==> config.mk <==
export PLATFORM = sky130hd
export DESIGN_NAME = direction_cmd_uart_tx
export DESIGN_NICKNAME = d
export VERILOG_FILES = /design/src/rtl/dir_cmd_pkg.sv /design/src/rtl/direction_cmd_uart_tx_baud_tick.sv /design/src/rtl/direction_cmd_uart_tx.sv
export SDC_FILE = /design/constraint.sdc
export NUM_CORES = 1
export LEC_CHECK = 0
export BUFFER_PORTS_ARGS = -buffer_cell sky130_fd_sc_hd__buf_2
export CAP_MARGIN = 20
export CORE_MARGIN = 3
export CORE_UTILIZATION = 39
export DETAILED_ROUTE_END_ITERATION = 10
export GPL_ROUTABILITY_DRIVEN = 0
export PLACE_DENSITY_LB_ADDON = 0.08
export SYNTH_ARGS = -nofsm -noshare
export SYNTH_HDL_FRONTEND = slang
export SYNTH_SLANG_ARGS = --single-unit
==> constraint.sdc <==
create_clock -name clk -period 5.15 [get_ports clk]
set_input_delay 0.515 -clock clk [delete_from_list [all_inputs] [get_ports clk]]
set_output_delay 0.515 -clock clk [all_outputs]
set_load 0.02 [all_outputs]
==> src/rtl/dir_cmd_pkg.sv <==
// Shared definitions for the direction command link: Arduino command bytes, the TX state type and the flag encoder.
// DIR_TX_PARITY_EN adds the PARITY state for an 8E1 frame.
package dir_cmd_pkg;

  localparam logic [7:0] CMD_STOP  = 8'h00;
  localparam logic [7:0] CMD_FWD   = 8'h01;
  localparam logic [7:0] CMD_LEFT  = 8'h02;
  localparam logic [7:0] CMD_LF    = 8'h03;
  localparam logic [7:0] CMD_BACK  = 8'h04;
  localparam logic [7:0] CMD_LB    = 8'h06;
  localparam logic [7:0] CMD_RIGHT = 8'h08;
  localparam logic [7:0] CMD_RF    = 8'h09;
  localparam logic [7:0] CMD_RB    = 8'h0C;

`ifdef DIR_TX_PARITY_EN
  typedef enum logic [2:0] {
    IDLE   = 3'd0,
    START  = 3'd1,
    DATA   = 3'd2,
    PARITY = 3'd3,
    STOP   = 3'd4
  } tx_state_t;
`else
  typedef enum logic [2:0] {
    IDLE  = 3'd0,
    START = 3'd1,
    DATA  = 3'd2,
    STOP  = 3'd4
  } tx_state_t;
`endif

  // dirs is {w,a,s,d,wa,wd,as,ds}; anything other than a single request (or any stop) maps to STOP.
  function automatic logic [7:0] encode_dir(input logic [7:0] dirs, input logic stop);
    logic [7:0] code;
    code = CMD_STOP;
    if (!stop) begin
      case (dirs)
        8'b1000_0000: code = CMD_FWD;
        8'b0100_0000: code = CMD_LEFT;
        8'b0010_0000: code = CMD_BACK;
        8'b0001_0000: code = CMD_RIGHT;
        8'b0000_1000: code = CMD_LF;
        8'b0000_0100: code = CMD_RF;
        8'b0000_0010: code = CMD_LB;
        8'b0000_0001: code = CMD_RB;
        default:      code = CMD_STOP;
      endcase
    end
    return code;
  endfunction

  function automatic logic multi_dir(input logic [7:0] dirs);
    return !$onehot0(dirs);
  endfunction

endpackage

==> src/rtl/direction_cmd_uart_tx_baud_tick.sv <==
// Bit-period timer for the direction command transmitter: one-clock bit_tick every CLKS_PER_BIT clocks while running,
// realigned to the frame by restart.
module uart_baud_tick #(
  parameter int CLKS_PER_BIT = 434
) (
  input  logic clk,
  input  logic rst_n,
  input  logic restart,
  input  logic run,
  output logic bit_tick
);

  localparam int CW = (CLKS_PER_BIT > 2) ? $clog2(CLKS_PER_BIT) : 1;
  localparam logic [CW-1:0] RELOAD = CW'(CLKS_PER_BIT - 1);

  logic [CW-1:0] cnt_q, cnt_d;

  always_comb begin
    cnt_d = cnt_q;
    if (restart) begin
      cnt_d = RELOAD;
    end else if (run) begin
      cnt_d = (cnt_q == '0) ? RELOAD : cnt_q - CW'(1);
    end
  end

  always_ff @(posedge clk or negedge rst_n) begin
    if (!rst_n) begin
      cnt_q <= '0;
    end else begin
      cnt_q <= cnt_d;
    end
  end

  assign bit_tick = run && (cnt_q == '0);

endmodule

==> src/rtl/direction_cmd_uart_tx.sv <==
// Direction flags -> Arduino command byte -> UART frame, resent on change and on a periodic refresh.
// Define DIR_TX_PARITY_EN for an even-parity 8E1 frame; default is 8N1.
module direction_cmd_uart_tx
  import dir_cmd_pkg::*;
#(
  parameter int CLK_FREQ       = 50_000_000,
  parameter int BAUD           = 115_200,
  parameter int REFRESH_CYCLES = 5_000_000
) (
  input  logic       clk,
  input  logic       rst_n,
  input  logic       w,
  input  logic       s,
  input  logic       a,
  input  logic       d,
  input  logic       wa,
  input  logic       wd,
  input  logic       as,
  input  logic       ds,
  input  logic       stop,
  input  logic       tx_en,
  output logic       uart_tx,
  output logic       busy,
  output logic [7:0] sent_cmd,
  output logic       err_dir
);

  localparam int CLKS_PER_BIT = CLK_FREQ / BAUD;
  localparam logic [31:0] REFRESH_LAST = 32'(REFRESH_CYCLES - 1);

  logic [7:0] dirs;
  logic [7:0] cur_cmd_q, cur_cmd_d;
  logic       err_q, err_d;
  logic [7:0] sent_cmd_q, sent_cmd_d;
  logic [7:0] shift_q, shift_d;
  logic [2:0] bit_cnt_q, bit_cnt_d;
  logic       tx_q, tx_d;
  logic       busy_q, busy_d;
  logic [31:0] refresh_q, refresh_d;
  tx_state_t  state_q, state_d;

  logic bit_tick;
  logic refresh_expired;
  logic launch;
  logic frame_start;

  always_comb begin
    dirs      = {w, a, s, d, wa, wd, as, ds};
    cur_cmd_d = encode_dir(dirs, stop);
    err_d     = err_q | multi_dir(dirs);
  end

  assign refresh_expired = (REFRESH_CYCLES != 0) && (refresh_q == REFRESH_LAST);
  assign launch          = ((cur_cmd_q != sent_cmd_q) || refresh_expired) && tx_en;

  uart_baud_tick #(
    .CLKS_PER_BIT(CLKS_PER_BIT)
  ) u_baud (
    .clk     (clk),
    .rst_n   (rst_n),
    .restart (frame_start),
    .run     (busy_q),
    .bit_tick(bit_tick)
  );

  // The refresh counter saturates so an expired refresh stays pending while tx_en is low.
  always_comb begin
    state_d     = state_q;
    shift_d     = shift_q;
    bit_cnt_d   = bit_cnt_q;
    tx_d        = tx_q;
    busy_d      = busy_q;
    sent_cmd_d  = sent_cmd_q;
    refresh_d   = refresh_q;
    frame_start = 1'b0;

    if (state_q == IDLE && REFRESH_CYCLES != 0 && !refresh_expired) begin
      refresh_d = refresh_q + 32'd1;
    end

    case (state_q)
      IDLE: begin
        if (launch) frame_start = 1'b1;
      end
      START: begin
        if (bit_tick) begin
          state_d   = DATA;
          tx_d      = shift_q[0];
          bit_cnt_d = 3'd0;
        end
      end
      DATA: begin
        if (bit_tick) begin
          if (bit_cnt_q == 3'd7) begin
`ifdef DIR_TX_PARITY_EN
            state_d = PARITY;
            tx_d    = ^sent_cmd_q;
`else
            state_d = STOP;
            tx_d    = 1'b1;
`endif
          end else begin
            bit_cnt_d = bit_cnt_q + 3'd1;
            shift_d   = {1'b0, shift_q[7:1]};
            tx_d      = shift_q[1];
          end
        end
      end
`ifdef DIR_TX_PARITY_EN
      PARITY: begin
        if (bit_tick) begin
          state_d = STOP;
          tx_d    = 1'b1;
        end
      end
`endif
      STOP: begin
        // A still-differing command chains straight into the next start bit.
        if (bit_tick) begin
          if (launch) begin
            frame_start = 1'b1;
          end else begin
            state_d = IDLE;
            tx_d    = 1'b1;
            busy_d  = 1'b0;
          end
        end
      end
      default: begin
        state_d = IDLE;
        tx_d    = 1'b1;
        busy_d  = 1'b0;
      end
    endcase

    if (frame_start) begin
      state_d    = START;
      shift_d    = cur_cmd_q;
      sent_cmd_d = cur_cmd_q;
      tx_d       = 1'b0;
      busy_d     = 1'b1;
      refresh_d  = 32'd0;
    end
  end

  always_ff @(posedge clk or negedge rst_n) begin
    if (!rst_n) begin
      cur_cmd_q  <= CMD_STOP;
      err_q      <= 1'b0;
      sent_cmd_q <= 8'h00;
      shift_q    <= 8'h00;
      bit_cnt_q  <= 3'd0;
      tx_q       <= 1'b1;
      busy_q     <= 1'b0;
      refresh_q  <= 32'd0;
      state_q    <= IDLE;
    end else begin
      cur_cmd_q  <= cur_cmd_d;
      err_q      <= err_d;
      sent_cmd_q <= sent_cmd_d;
      shift_q    <= shift_d;
      bit_cnt_q  <= bit_cnt_d;
      tx_q       <= tx_d;
      busy_q     <= busy_d;
      refresh_q  <= refresh_d;
      state_q    <= state_d;
    end
  end

  assign uart_tx  = tx_q;
  assign busy     = busy_q;
  assign sent_cmd = sent_cmd_q;
  assign err_dir  = err_q;

endmodule

# Word level (Yosys, flattened, before mapping)
# Index checks and enable logic that the tools add are counted.
[totals]
reg_bits = 74
output_inout_bits = 11
word_cells = 102
[op_classes]
addsub = 10
n_lt_le_gt_ge = 1
n_eq_ne = 25
mux = 36
bitwise_logic = 1
reduce_logical = 19
[ops]
columns = ["cell", "n"]
rows = [
  ["2-to-1 mux 32 bit", 2],
  ["2-to-1 mux 8 bit", 5],
  ["adder 32 x 1 -> 32 bit (second input constant)", 1],
  ["== test 32 x 23 -> 1 bit (second input constant)", 1],
  ["one-hot mux 4 bit (8 select lines)", 1],
  ["2-to-1 mux 3 bit", 9],
  ["2-to-1 mux 9 bit", 3],
  ["inequality test 3 bit (second input constant)", 5],
  ["one-hot mux 3 bit (4 select lines)", 1],
  ["2-to-1 mux 1 bit", 11],
  ["inequality test 2 bit (second input constant)", 5],
  ["nonzero test 2 bit", 5],
  ["zero test 9 bit", 1],
  ["subtractor 9 x 1 -> 9 bit (second input constant)", 1],
  ["adder 1 x 1 -> 2 bit", 4],
  ["== test 8 x 1 -> 1 bit (second input constant)", 1],
  ["== test 8 x 2 -> 1 bit (second input constant)", 1],
  ["== test 8 x 3 -> 1 bit (second input constant)", 1],
  ["== test 8 x 4 -> 1 bit (second input constant)", 1],
  ["== test 8 x 5 -> 1 bit (second input constant)", 1],
  ["== test 8 x 6 -> 1 bit (second input constant)", 1],
  ["== test 8 x 7 -> 1 bit (second input constant)", 1],
  ["== test 8 bit (second input constant)", 1],
  ["inequality test 8 bit", 1],
  ["21 further kinds", 28],
]

# Logic depth before layout (Yosys ltp)
# Gate-level depths: netlist of run 1.
[depth]
ltp_word = 8
mapped_depth = 10
ltp_nobuf = 10

# Cells and area by module
# A second synthesis of run 1 with hierarchy kept.
[unflattened]
hier_cells = 375
area_unflattened_um2 = 3714.8
[modules_own_cells]
columns = ["mod", "n_inst", "cells_each", "area_each_um2", "seq_area_each_um2"]
rows = [
  ["direction_cmd_uart_tx", 1, 320, 3184.3, 1327.5],
  ["uart_baud_tick", 1, 55, 530.5, 225.2],
]

# Worst setup path after synthesis of run 1
# No wires, ideal clock.
[synth_timing]
kind = "input to register"
start = "in a"
end = "reg err_q (netlist: err_dir)"
setup_time_ns = 0.123
t_arrival_ns = 2.792
setup_slack_ns = 2.235
stages = 9
path_buffers = 0
path_cell_list = "fa_1 inv_1 fa_1 fa_1 inv_1 ha_1 fa_1 nor2_1 nand2_1"
[synth_via]
elab_chain_cells = 6
[synth_rtl]
columns = ["item", "line", "text"]
rows = [
  ["start: declaration", "direction_cmd_uart_tx.sv:14", "input logic a,"],
  ["adder 1 x 1 -> 2 bit (implied by the code)", "dir_cmd_pkg.sv:53", "return !$onehot0(dirs);"],
  ["adder 2 x 2 -> 3 bit (implied by the code)", "dir_cmd_pkg.sv:53", ""],
  ["adder 3 x 3 -> 4 bit (implied by the code)", "dir_cmd_pkg.sv:53", ""],
  ["<= comparator 4 x 1 -> 1 bit (implied by the code)", "dir_cmd_pkg.sv:53", ""],
  ["zero test 1 bit", "dir_cmd_pkg.sv:53", ""],
  ["bitwise OR 1 bit", "direction_cmd_uart_tx.sv:50", "err_d = err_q | multi_dir(dirs);"],
  ["net err_d", "direction_cmd_uart_tx.sv:33", "logic err_q, err_d;"],
  ["end signal: assignment", "direction_cmd_uart_tx.sv:159", "err_q <= err_d;"],
  ["end: declaration", "direction_cmd_uart_tx.sv:33", ""],
]
# The timed path passes the listed nets, and every way through them passes these cells.
# A chain may end at the register's enable or synchronous reset.

# Worst setup path in the final report of run 1
[layout_timing]
start = "reg u_baud.cnt_q[0]"
end = "reg refresh_q[23]"
[layout_via]
elab_chain_cells = 5
[layout_rtl]
columns = ["item", "line", "text"]
rows = [
  ["start: declaration", "direction_cmd_uart_tx_baud_tick.sv:16", "logic [CW-1:0] cnt_q, cnt_d;"],
  ["start signal: assignment", "direction_cmd_uart_tx_baud_tick.sv:31", "cnt_q <= cnt_d;"],
  ["zero test 9 bit (*)", "direction_cmd_uart_tx_baud_tick.sv:35", "assign bit_tick = run && (cnt_q == '0);"],
  ["logical AND 1 bit (*)", "direction_cmd_uart_tx_baud_tick.sv:35", ""],
  ["2-to-1 mux 1 bit (*)", "direction_cmd_uart_tx.sv:119", "if (bit_tick) begin"],
  ["one-hot mux 1 bit (2 select lines) (*)", "direction_cmd_uart_tx.sv:81", "case (state_q)"],
  ["2-to-1 mux 32 bit or nonzero test 2 bit (tied branches)", "n/a", ""],
  ["end signal: assignment", "direction_cmd_uart_tx.sv:165", "refresh_q <= refresh_d;"],
  ["end: declaration", "direction_cmd_uart_tx.sv:39", "logic [31:0] refresh_q, refresh_d;"],
]
# Every way passes the cells marked *; elsewhere a longest branch is shown, timed or not.

==> out/metrics.cfg, run 1 <==
[finish]
drive_above_1_share = 0.110
area_growth_pct = 10.3
num-nets-final = 448
fin_cells = 534
antenna_cells = 0

[yosys]
synth.avg_cell_area_um2 = 8.90
yosysWarnings = 0
syn_inst = 404
synth_xor_xnor_area_share = 0.0853
ys_seq_area_frac = 0.432
yosys.area.top_type = dfrtp_1
synth_simple_gate_area_frac = 0.262
synthesis.area_um2 = 3590
synth_compound_area_frac = 0.0929
synth_top_cell_area_share = 0.425
muxShareOfSynthArea = 0.0195
synth_fa_ha_area_frac = 0.0606
netlist_top_cells_area = dfrtp_1 (42%), xnor2_1 (6.6%), nor2_1 (5.7%)
ys_ff_latch = 62
synth_cell_type_count = 48
synth_top_family_by_area = simple AND/OR/NAND/NOR gates

[critical_path]
start_kind = register
endpoint_kind = register
max_stage_delay_ns = 0.59
cp_max_fo = 24
path_cells = inv_1 > ha_1 > or4b_4 > o31ai_1 > nand3_1 > a21oi_4 > buf_4 > nor2_1
slowest_stage = o31ai_1
worstSetupPathType = reg -> reg
critPathRequiredTime_ns = 5.38
cp.arrival_ns = 3.33

[die]
die-height_um = 102
coreArea_um2 = 8850
io_pins = 23
num_rows = 34
die_area_um2 = 10400
start_util = 0.406
die_w_um = 102

[cts]
cts_tree = done
post_cts_buffers = 0
cts-root-buf = clkbuf_8
ctsLongestPathBuffers = 2
clock_latency_ns = 0.34
clkTransAtPathRegs_ns = 0.08
hold_buffers = 0
clock_sinks = 62
cts.htree.levels = 3
numCtsBuffers = 9
cts_resized = 0

[placed_design]
io_buffer_count = 18
dp_cells = 518
hpwl_um = 5240
dp_slack_ns = 2.01

[detailed_routing]
vias = 2822
drc = 0
wl_per_cell_um = 14.4
final_antenna_net_count = 0
drt-vias-per-instance = 5.28
drt_iter0_markers = 135
dr.pass1.iters = 4
totalWireLength_um = 7660

[global_routing]
grt_pass1_vias = 2782
grt_usage = 0.163
antenna_found_initial = 0
grt_overflow = 0
grt_pass1_wl_um = 13500
grt_max_degree = 63

[status]
status = complete, no violations

[timing]
tns_ns = 0
max-slew-margin-rel = 0.446
min_period_over_period = 0.602
slew_viol_final = 0
min_period_ns = 3.10
tightestPinTransition_ns = 0.824
fin_ws_ns = 2.05
rsz0062_at_grt = false
hold_viol = 0
setup_viol = 0
clock.fmax_ghz = 0.322
finClkSkew_ns = 0.0150

[pwr]
p_per_area_nw_per_um2 = 347
vdd_drop_max_uv = 117
leakage_nw = 1.74
totalPowerFinal_w = 0.00137

[job]
maxCapViolCount = 0

[min_path]
hp-class = in -> async

[area by class of cell]
type,count,area (µm²)
inverter,20,75.1
sequential,62,1550
tap,108,135
timing repair buffer,22,120
multi-input combinational,306,1890
fill,912,4880
clock inverter,6,62.6
clock buffer,10,128
[Yosys cell counts (all sizes together)]
| master | number |
|---|---|
| nand2 | 39 |
| nor4b | 6 |
| dfstp | 1 |
| mux2i | 7 |
| or4b | 1 |
| nand4 | 8 |
| xor2 | 8 |
| o21ai | 24 |
| nor4 | 17 |
| o311ai | 2 |
| nor2b | 1 |
| and2 | 2 |
| a22oi | 2 |
| xnor2 | 27 |
| nor3 | 19 |
| clkbuf | 9 |
| or2 | 3 |
| or3 | 7 |
| or4 | 5 |
| a211o | 1 |
| a211oi | 2 |
| conb | 1 |
| nand3b | 1 |
| inv | 20 |
| buf | 10 |
| ha | 11 |
| o22ai | 1 |
| fa | 4 |
| nor2 | 55 |
| dfrtp | 61 |
| o21a | 1 |
| nand2b | 3 |
| a21oi | 19 |
| o31ai | 2 |
| and3 | 3 |
| a2111oi | 1 |
| a31oi | 2 |
| and4 | 2 |
| o32ai | 1 |
| nand3 | 15 |
[power breakdown]
group	total, W	switching [W]	internal [W]
logic	0.000302	0.000172	0.000130
clock network	0.000422	0.000201	0.000222
registers	0.000651	0.0000844	0.000566
[stage by stage]
| step | utilization | hold WS, ns | cell area, µm² |
|---|---|---|---|
| 2_1_floorplan | - | 0.219 | 3610 |
| 3_3_place_gp | 0.427 | 0.461 | 3780 |
| 3_5_place_dp | 0.427 | 0.459 | 3780 |
| 4_1_cts | 0.448 | 0.349 | 3970 |
| 5_1_grt | 0.448 | 0.363 | 3970 |
| 6_report | 0.448 | 0.329 | 3970 |
[registers in the layout, summed over array words and instances, names as in the netlist]
register      cells
refresh_q        32
u_baud.cnt_q      9
cur_cmd_q         4
sent_cmd          4
shift_q           4
bit_cnt_q         3
state_q           3
busy              1
err_dir           1
uart_tx           1
[logic make-up after synthesis]
family,Yosys count
AOI/OAI and AO/OA,58
xor gates and xnor gates,35
muxes,7
adders and majority gates,15
other,1
DFF,62
and+or+nand+nor,187
buffers and inverters,39
[worst paths after layout]
kind	startpoint	end	slack [ns]	cells past startpoint
setup / recovery	u_baud.cnt_q[0]	refresh_q[23]	2.05	8
hold / removal	rst_n	state_q[0]	0.33	2
setup reg to reg	u_baud.cnt_q[0]	refresh_q[23]	2.05	8
hold reg to reg	err_dir	err_dir	0.47	2
max in group asynchronous	rst_n	refresh_q[31]	4.27	2
min in group clk	stop	cur_cmd_q[2]	0.37	2
[worst max-delay path, delay by kind of cell (launching register included)]
family	cells	cell delay [ns]
buffers and inverters	2	0.49
DFF	1	0.39
and+or+nand+nor	3	0.82
adders and majority gates	1	0.14
AOI/OAI and AO/OA	2	1.13
[cells in the final DEF, fill, tap and decap left out, drive strengths merged, types with 4 or more instances in the layout]
master and n:
fa 4, mux2i 7, nand4 8, conb 4, a21oi 19, nor3 19, xor2 8, or4 5
or3 7, nor2 55, o21ai 24, nand3 15, inv 20, nor4 17, xnor2 27, nor4b 6
ha 11, buf 22, clkbuf 10, dfrtp 61, nand2 39
[per-layer routing]
layer,track usage,vias up,part of all wire
li1,-,1431,-
met1,0.241,1337,0.53
met2,0.233,41,0.42
met3,0.0294,13,0.031
met4,0.0696,0,0.017
met5,0,-,0
Power figures use the tool's default switching activity.
==> inputs of run 2 (changes only) <==
==> constraint.sdc (replaced) <==
create_clock -name clk -period 2.7 [get_ports clk]
set_input_delay 0.27 -clock clk [delete_from_list [all_inputs] [get_ports clk]]
set_output_delay 0.27 -clock clk [all_outputs]
set_load 0.02 [all_outputs]
==> run 2 against run 1 <==
Against the previous run: combinational power rose by 120%; clock-buffer cell count fell by 1; register-to-register slack got worse by 1.9 ns; final cell count rose by 3.0%; sequential cell count did not move; clock skew fell by 0.0037 ns; non-clock buffer count rose by 16; clock power rose by 140%; global-route usage rose by 0.090 points; routed wire length rose by 1.9%; critical path depth rose by 2; sequential power rose by 86%; largest power group unchanged; highest routed layer unchanged.
==> out/metrics.cfg, run 2 (synthesis gave the netlist of run 1 again) <==
[critical_path]
endpoint_kind = register
setup.worst_path.start = a
start_kind = input pin
rrSetupSlack_ns = 0.19  ; -1.86 ns
endpoint = err_dir
worstReg2RegEnd = shift_q[0]
r2r_start = u_baud.cnt_q[0]
cp.arrival_ns = 2.76  ; -0.57 ns
cp_max_fo = 2  ; -92%
worstSetupPathType = in -> reg
reg2reg_depth = 7  ; -1
critPathRequiredTime_ns = 2.93  ; -2.45 ns

[timing]
rsz0062_at_grt = false
finClkSkew_ns = 0.0113  ; -0.00370 ns
tightestPinTransition_ns = 0.941  ; +0.117 ns
min_period_over_period = 0.939
setup_viol = 0  ; unchanged
tns_ns = 0  ; unchanged
hold_viol = 0  ; unchanged
min_period_ns = 2.54
clock.fmax_ghz = 0.394
slew_viol_final = 0  ; unchanged
max-slew-margin-rel = 0.373  ; -0.0736

[finish]
area_growth_pct = 15.8
reg.largest.list = refresh_q (32), u_baud.cnt_q (9)
n_fill_cell = 898  ; -1.5%
largest_reg_flops = 32  ; unchanged
largest-register = refresh_q
antenna_cells = 0  ; unchanged
mostFrequentLayoutCells = dfrtp_1 (61), nor2_1 (55), nand2_1 (39), xnor2_1 (27)
fin_cells = 550  ; +3.0%
drive_above_1_share = 0.149  ; +0.0390
num-nets-final = 464  ; +3.6%
final_common_cell = dfrtp_1

[placed_design]
dp_cells = 534  ; +3.1%
io_buffer_count = 18  ; unchanged
hpwl_um = 5510  ; +5.1%

[global_routing]
antenna_found_initial = 0  ; unchanged
grt_max_degree = 42  ; -33%
grt_pass1_vias = 2704  ; -2.8%
grt_pass1_wl_um = 13400  ; -0.86%
grt_usage = 0.164  ; +0.000902
grt_overflow = 0  ; unchanged

[min_path]
hp-class = in -> async

[pwr]
totalPowerFinal_w = 0.00288  ; +110%
p_clk_frac = 0.352  ; +0.045
p_switching_w = 0.000900  ; +97%
vdd_drop_max_uv = 284  ; +140%
p_seq_frac = 0.421  ; -0.052
pwr-share-comb = 0.227  ; +0.008
p_per_area_nw_per_um2 = 691  ; +99%
leakage_nw = 1.84  ; +6.3%
swShare = 0.313  ; -0.0199
p_int_w = 0.00198  ; +120%

[job]
maxCapViolCount = 0  ; unchanged

[cts]
clkTransAtPathRegs_ns = 0.07  ; about the same
cts_tree = done
clock_latency_ns = 0.35  ; about the same
cts-root-buf = clkbuf_8
post_cts_buffers = 0  ; unchanged
cts.htree.levels = 3  ; unchanged
numCtsBuffers = 9  ; unchanged
clock_sinks = 62  ; unchanged
ctsLongestPathBuffers = 2  ; unchanged

[detailed_routing]
drc = 0  ; unchanged
totalWireLength_um = 7810  ; +1.9%
drt-vias-per-instance = 5.27  ; -0.19%
dr.pass1.iters = 4  ; unchanged
wl_per_cell_um = 14.2  ; -1.1%
vias = 2901  ; +2.8%
drt_iter0_markers = 136  ; +0.74%
final_antenna_net_count = 0  ; unchanged

[die]
io_pins = 23  ; unchanged
die_w_um = 102  ; unchanged
die_area_um2 = 10400  ; unchanged
coreArea_um2 = 8850  ; unchanged
start_util = 0.406  ; unchanged
die-height_um = 102  ; unchanged
num_rows = 34  ; unchanged

[status]
status = complete, no violations

==> run 2: changes by cell type in the layout (fill, tap and decap cells not counted) <==
| cell | before | now |
|---|---|---|
| clkbuf_1 | 1 | 0 |
| clkinv_4 | 0 | 2 |
| buf_4 | 4 | 19 |
| or4_4 | 1 | 2 |
| o31ai_2 | 0 | 1 |
| bufinv_16 | 1 | 3 |
| clkinv_2 | 2 | 0 |
| o31ai_1 | 2 | 1 |
| buf_12 | 0 | 1 |
| clkinvlp_4 | 3 | 2 |
| or4_1 | 4 | 3 |
==> run 2: worst min path at each step <==
stage                  from         endpoint  slack (ns)  cells past startpoint
floorplan             rst_n     bit_cnt_q[0]       -0.03                      0
global placement    err_dir          err_dir        0.46                      2
detailed placement  err_dir          err_dir        0.47                      2
finish                rst_n  u_baud.cnt_q[0]        0.06                      1
CTS                   rst_n  u_baud.cnt_q[0]         0.1                      1
global route           stop     cur_cmd_q[2]        0.10                      2
==> run 2: layout make-up <==
class / instances / area, µm² / area share
multi-input combinational: 306 / 1900 / 0.457
clock inverter: 7 / 123 / 0.0294
clock buffer: 9 / 124 / 0.0297
inverter: 20 / 75.1 / 0.0180
sequential: 62 / 1550 / 0.373
timing repair buffer: 38 / 253 / 0.0607
tap: 108 / 135 / 0.0325
==> run 2: power groups by stage <==
stage          clock network [W]  registers, W  logic, W
6_report                 0.00101       0.00121  0.000653
3_3_place_gp                   0       0.00123  0.000635
5_1_grt                  0.00108       0.00124  0.000756
2_1_floorplan                  0       0.00121  0.000463
4_1_cts                  0.00104       0.00121  0.000657
3_5_place_dp                   0       0.00123  0.000652
==> run 2: metrics by stage <==
| stage | hold slack [ns] | utilization | instance area, µm² | setup WS [ns] |
|---|---|---|---|---|
| after floorplan | -0.0256 | - | 3610 | 0.0299 |
| after global placement | 0.460 | 0.442 | 3910 | -0.158 |
| after detailed placement | 0.467 | 0.442 | 3910 | -0.211 |
| after CTS | 0.0967 | 0.470 | 4160 | 0.167 |
| after global routing | 0.101 | 0.471 | 4160 | 0.0711 |
| final | 0.0558 | 0.471 | 4160 | 0.165 |
==> run 2: timing repair <==
action                     in CTS  in global routing
resized for setup               0                  2
setup endpoints to repair       0                  4
hold buffers                    0                  0
==> run 2: worst max-delay path, cell delays in order <==
cell and delay, ns:
buf_2 0.12, fa_1 0.53, inv_1 0.05, fa_1 0.45, fa_1 0.49, inv_1 0.04
ha_1 0.20, fa_1 0.44, nor2_1 0.12, nand2_1 0.06
==> run 2: routing by layer <==
| metal | GRT usage | share of wire | wire length, µm |
|---|---|---|---|
| met5 | 0 | 0 | 0 |
| met4 | 0.0363 | 0.0074 | 58 |
| met1 | 0.239 | 0.52 | 4040 |
| met3 | 0.0498 | 0.032 | 247 |
| met2 | 0.241 | 0.44 | 3460 |
